--- src/rtl/serial_adder.sv ---
// ---------------------------------------------------------------------------
// serial_adder
//   Bit-serial unsigned adder. One full-adder stage and a carry flip-flop
//   process the operands LSB first, one bit per clock. A transaction takes
//   WIDTH cycles in RUN followed by one DONE cycle that presents the result.
//
// Parameters
//   WIDTH  operand/result width in bits (1..32)
//
// Ports
//   clk    system clock, rising edge
//   rst    asynchronous active-high reset
//   start  begin an addition (accepted in IDLE or DONE, ignored in RUN)
//   a, b   operands, sampled only when start is accepted
//   busy   high while the serial addition is running
//   done   one-cycle pulse when a new result is on sum/cout
//   sum    a + b modulo 2^WIDTH (held between results)
//   cout   carry out of bit WIDTH-1 (held between results)
// ---------------------------------------------------------------------------
module serial_adder #(
    parameter int unsigned WIDTH = 8
) (
    input  logic             clk,
    input  logic             rst,
    input  logic             start,
    input  logic [WIDTH-1:0] a,
    input  logic [WIDTH-1:0] b,
    output logic             busy,
    output logic             done,
    output logic [WIDTH-1:0] sum,
    output logic             cout
);

    // Counter needs at least one bit even when WIDTH == 1.
    localparam int unsigned    CntW    = (WIDTH > 1) ? $clog2(WIDTH) : 1;
    localparam logic [CntW-1:0] LastBit = CntW'(WIDTH - 1);

    typedef enum logic [1:0] {
        StIdle,
        StRun,
        StDone
    } state_e;

    state_e           state_q, state_d;
    logic [WIDTH-1:0] a_q, a_d;
    logic [WIDTH-1:0] b_q, b_d;
    logic [WIDTH-1:0] work_q, work_d;
    logic [WIDTH-1:0] sum_q, sum_d;
    logic             carry_q, carry_d;
    logic             cout_q, cout_d;
    logic [CntW-1:0]  cnt_q, cnt_d;

    logic             bit_s;
    logic             bit_c;
    logic [WIDTH-1:0] work_shifted;

    // Full-adder stage on the current LSBs; the new sum bit enters the
    // working register from the MSB end so that after WIDTH shifts the
    // result is aligned.
    always_comb begin
        bit_s        = a_q[0] ^ b_q[0] ^ carry_q;
        bit_c        = (a_q[0] & b_q[0]) | (a_q[0] & carry_q) | (b_q[0] & carry_q);
        work_shifted = (work_q >> 1) | (WIDTH'(bit_s) << (WIDTH - 1));
    end

    always_comb begin
        state_d = state_q;
        a_d     = a_q;
        b_d     = b_q;
        work_d  = work_q;
        sum_d   = sum_q;
        carry_d = carry_q;
        cout_d  = cout_q;
        cnt_d   = cnt_q;

        unique case (state_q)
            StIdle, StDone: begin
                if (start) begin
                    state_d = StRun;
                    a_d     = a;
                    b_d     = b;
                    work_d  = '0;
                    carry_d = 1'b0;
                    cnt_d   = '0;
                end else begin
                    state_d = StIdle;
                end
            end
            StRun: begin
                // start is deliberately not looked at here.
                a_d     = a_q >> 1;
                b_d     = b_q >> 1;
                work_d  = work_shifted;
                carry_d = bit_c;
                cnt_d   = cnt_q + 1'b1;
                if (cnt_q == LastBit) begin
                    state_d = StDone;
                    sum_d   = work_shifted;
                    cout_d  = bit_c;
                end
            end
            default: state_d = StIdle;
        endcase
    end

    always_ff @(posedge clk or posedge rst) begin
        if (rst) begin
            state_q <= StIdle;
            a_q     <= '0;
            b_q     <= '0;
            work_q  <= '0;
            sum_q   <= '0;
            carry_q <= 1'b0;
            cout_q  <= 1'b0;
            cnt_q   <= '0;
        end else begin
            state_q <= state_d;
            a_q     <= a_d;
            b_q     <= b_d;
            work_q  <= work_d;
            sum_q   <= sum_d;
            carry_q <= carry_d;
            cout_q  <= cout_d;
            cnt_q   <= cnt_d;
        end
    end

    // All outputs are decodes of, or copies of, registers.
    assign busy = (state_q == StRun);
    assign done = (state_q == StDone);
    assign sum  = sum_q;
    assign cout = cout_q;

endmodule

--- config.mk ---
export PLATFORM = sky130hd
export DESIGN_NAME = serial_adder
export DESIGN_NICKNAME = d
export VERILOG_FILES = /design/src/rtl/serial_adder.sv
export SDC_FILE = /design/constraint.sdc
export NUM_CORES = 1
export LEC_CHECK = 0
export ABC_CLOCK_PERIOD_IN_PS = 3150
export BUFFER_PORTS_ARGS = -buffer_cell sky130_fd_sc_hd__buf_4
export CAP_MARGIN = 20
export CORE_MARGIN = 8
export CORE_UTILIZATION = 35
export CTS_CLUSTER_SIZE = 28
export DETAILED_ROUTE_END_ITERATION = 8
export GPL_TIMING_DRIVEN = 1
export SLEW_MARGIN = 5
export SYNTH_ARGS = -nofsm -noshare
export SYNTH_HDL_FRONTEND = slang
export SYNTH_SLANG_ARGS = --single-unit
--- constraint.sdc ---
create_clock -name clk -period 3.15 [get_ports clk]
set_input_delay 0.63 -clock clk [delete_from_list [all_inputs] [get_ports clk]]
set_output_delay 0.63 -clock clk [all_outputs]
set_load 0.02 [all_outputs]
==> qor.txt <==
Commonest non-fill, non-tap cell in the layout: dfrtp_1
Hold Buf Count CTS: 0
Register bit total from synthesis: 38
Crit start category: register
CTS tree: yes
Maxcap violations: 0
PortBufs: 29
CP Data Arrival Time: 1730 ps
DR WL/cell: 15.68 um
Critical path class: register to output port
Critical Path Source: state_q[1]
Total setup buffers inserted after CTS: 0
Worst EP required: 2520 ps
Pwr dens: 1012 nW/um^2
Register-to-Register Path Depth: 4
Detailed Place HPWL: 2414 um
R2r endpoint: sum[2]
PostCTS Resize Cnt: 0
Post-Route WL: 3387 um
First-pass GRT wire length: 5678 um
Inserted Clock Buffers: 5
Vias in the first global route: 1177
Pin slew with the least headroom to its limit: 504.9 ps
Ports: 30
Post-Route Hold Slack: 456.2 ps
Initial cell density of the core: 36.76%
Area growth, synth to finish: 22.13%
RSZ-0062 raised after global routing: no
Sum Neg Setup Slack: 0 ps
Final hold viol count: 0
Crit end category: output port
Nets: 185
Fin. max-slew vios: 0
Mapped Area: 1623 sq um
F_max: 0.4230 GHz
Setup violations, final: 0
Library cells used by synthesis: 22
Slew headroom: 66.34%
Final Cycle Share: 75.05%
Core Region: 4414 sq um
Crit path capture: busy
CTS root buffer: clkbuf_8
Antenna fix cells: 0
Clk_skew: 7.793 ps
Initial antenna violation count: 0
GRT overflow: 0
Placer Congestion: 0.7532
Net Count, Synth: 153
Critical R2R Launch: state_q[1]
Die W: 84.09 um
Clk slew on worst S/H paths: 70 ps
Worst VDD drop: 0.4399 mV
Vias after detailed routing: 1109
Mapped Cells: 131
Syn Area/Cell: 12.39 sq um
Pin count of the biggest net entering global routing: 39
Clk buf depth: 2
Final ANT Viol Nets: 0
Tmin final: 2364 ps
Yosys warnings: 0
Full die area: 7071 sq um
Clock sinks: 38
Pre-antenna DRT Iters: 4
Post-route DRC: 0
Htree depth: 2
Latest clock arrival within the worst-skew pair: 290 ps
Die H: 84.09 um
Total GRT Usage: 9.807%
Placement Rows: 24
First DRT Iteration DRCs: 46
Register area share after synthesis: 58.60%
Status: completed
Leak Pwr: 0.9206 nW
Share of cells above drive strength 1: 34.15%
Reg2reg setup slack: 1240 ps
Most frequent cells in the layout: 38 x dfrtp_1, 31 x buf_4, 15 x mux2_2, 14 x nor2_1, 13 x a22o_1
Hold Path Class: input pin to asynchronous set/reset pin
Vias per inst: 5.134
Crit Path Max Fanout: 19
cell type report:
cell class	instances	area, sq um
clock inverters	1	5.005
inverters	3	16.27
fillers	437	2432
repair buffers	31	232.7
multi-input cells	84	625.6
well taps	52	65.06
clock buffers	7	86.33
flip-flops and latches	38	950.9
synthesized netlist by cell type:
cell / instances / area, sq um
clkinv_4: 1 / 8.760
a22o_1: 13 / 113.9
nand2b_1: 1 / 6.260
nor2b_1: 4 / 25.02
a211oi_1: 2 / 15.01
dfrtp_1: 38 / 950.9
mux2_2: 15 / 168.9
inv_1: 2 / 7.510
buf_2: 3 / 15.01
nand2_4: 1 / 11.26
nor3_1: 12 / 60.06
buf_4: 1 / 7.510
o22ai_1: 12 / 75.07
mux2i_1: 2 / 20.02
fa_1: 1 / 20.02
nand2b_2: 1 / 8.760
nor2_1: 14 / 52.55
ha_1: 2 / 25.02
a21oi_1: 2 / 10.01
clkbuf_1: 2 / 7.510
o21ai_0: 1 / 5.000
xnor2_1: 1 / 8.760
critical path: stages (launching register included):
cell	delay, ps
dfrtp_1	600
nand2b_2	410
clkinv_4	220
buf_4	210
how the worst min path moves through the flow:
stage	start	end	slack, ps	cells past startpoint
2_1_floorplan	a_q[7]	a_q[7]	470	1
5_1_grt	rst	sum[1]	510	3
3_3_place_gp	sum[1]	sum[1]	490	1
4_1_cts	rst	sum[1]	470	3
6_report	rst	sum[1]	460	3
3_5_place_dp	sum[0]	sum[0]	500	1
state kept, by name, indices dropped and copies added (netlist names):
register  count
a_q           8
b_q           8
sum           8
work_q        7
cnt_q         3
state_q       2
carry_q       1
cout          1
layer usage:
metal,GRT usage [%],routed length [um],share of wire (%),vias to the layer above
li1,-,-,-,544
met1,11.84,1556,46,535
met2,15.11,1583,47,26
met3,4.883,215,6.3,4
met4,2.355,31,0.92,0
met5,0,0,0,-
through the flow:
stage               util, %  total power (W)  instances  setup WS, ps  instance area [sq um]
finish                44.90         0.002006        216         786.0                   1982
global route          44.90         0.002158        216         668.3                   1982
CTS                   44.90         0.002031        216         768.1                   1982
detailed placement    42.83         0.001684        208          1090                   1891
global placement      42.83         0.001643        208          1143                   1891
floorplan                 -         0.001447        131          1631                   1623
cell families after synthesis:
logic type,Yosys count,share of synthesized area [%]
AOI/OAI and AO/OA,30,13.49
xor gates and xnor gates,1,0.5398
adders and majority gates,3,2.775
buffers and inverters,9,2.853
DFF,38,58.60
muxes,17,11.64
and+or+nand+nor,33,10.10
power by group:
| group | leakage [nW] | switching, W | internal (W) |
|---|---|---|---|
| Sequential | 0.472 | 0.000171 | 0.000711 |
| Clock | 0.0482 | 0.000164 | 0.000176 |
| Combinational | 0.401 | 0.000387 | 0.000396 |
| Total | 0.921 | 0.000722 | 0.00128 |
No activity file was read; power rests on OpenSTA's default activity.
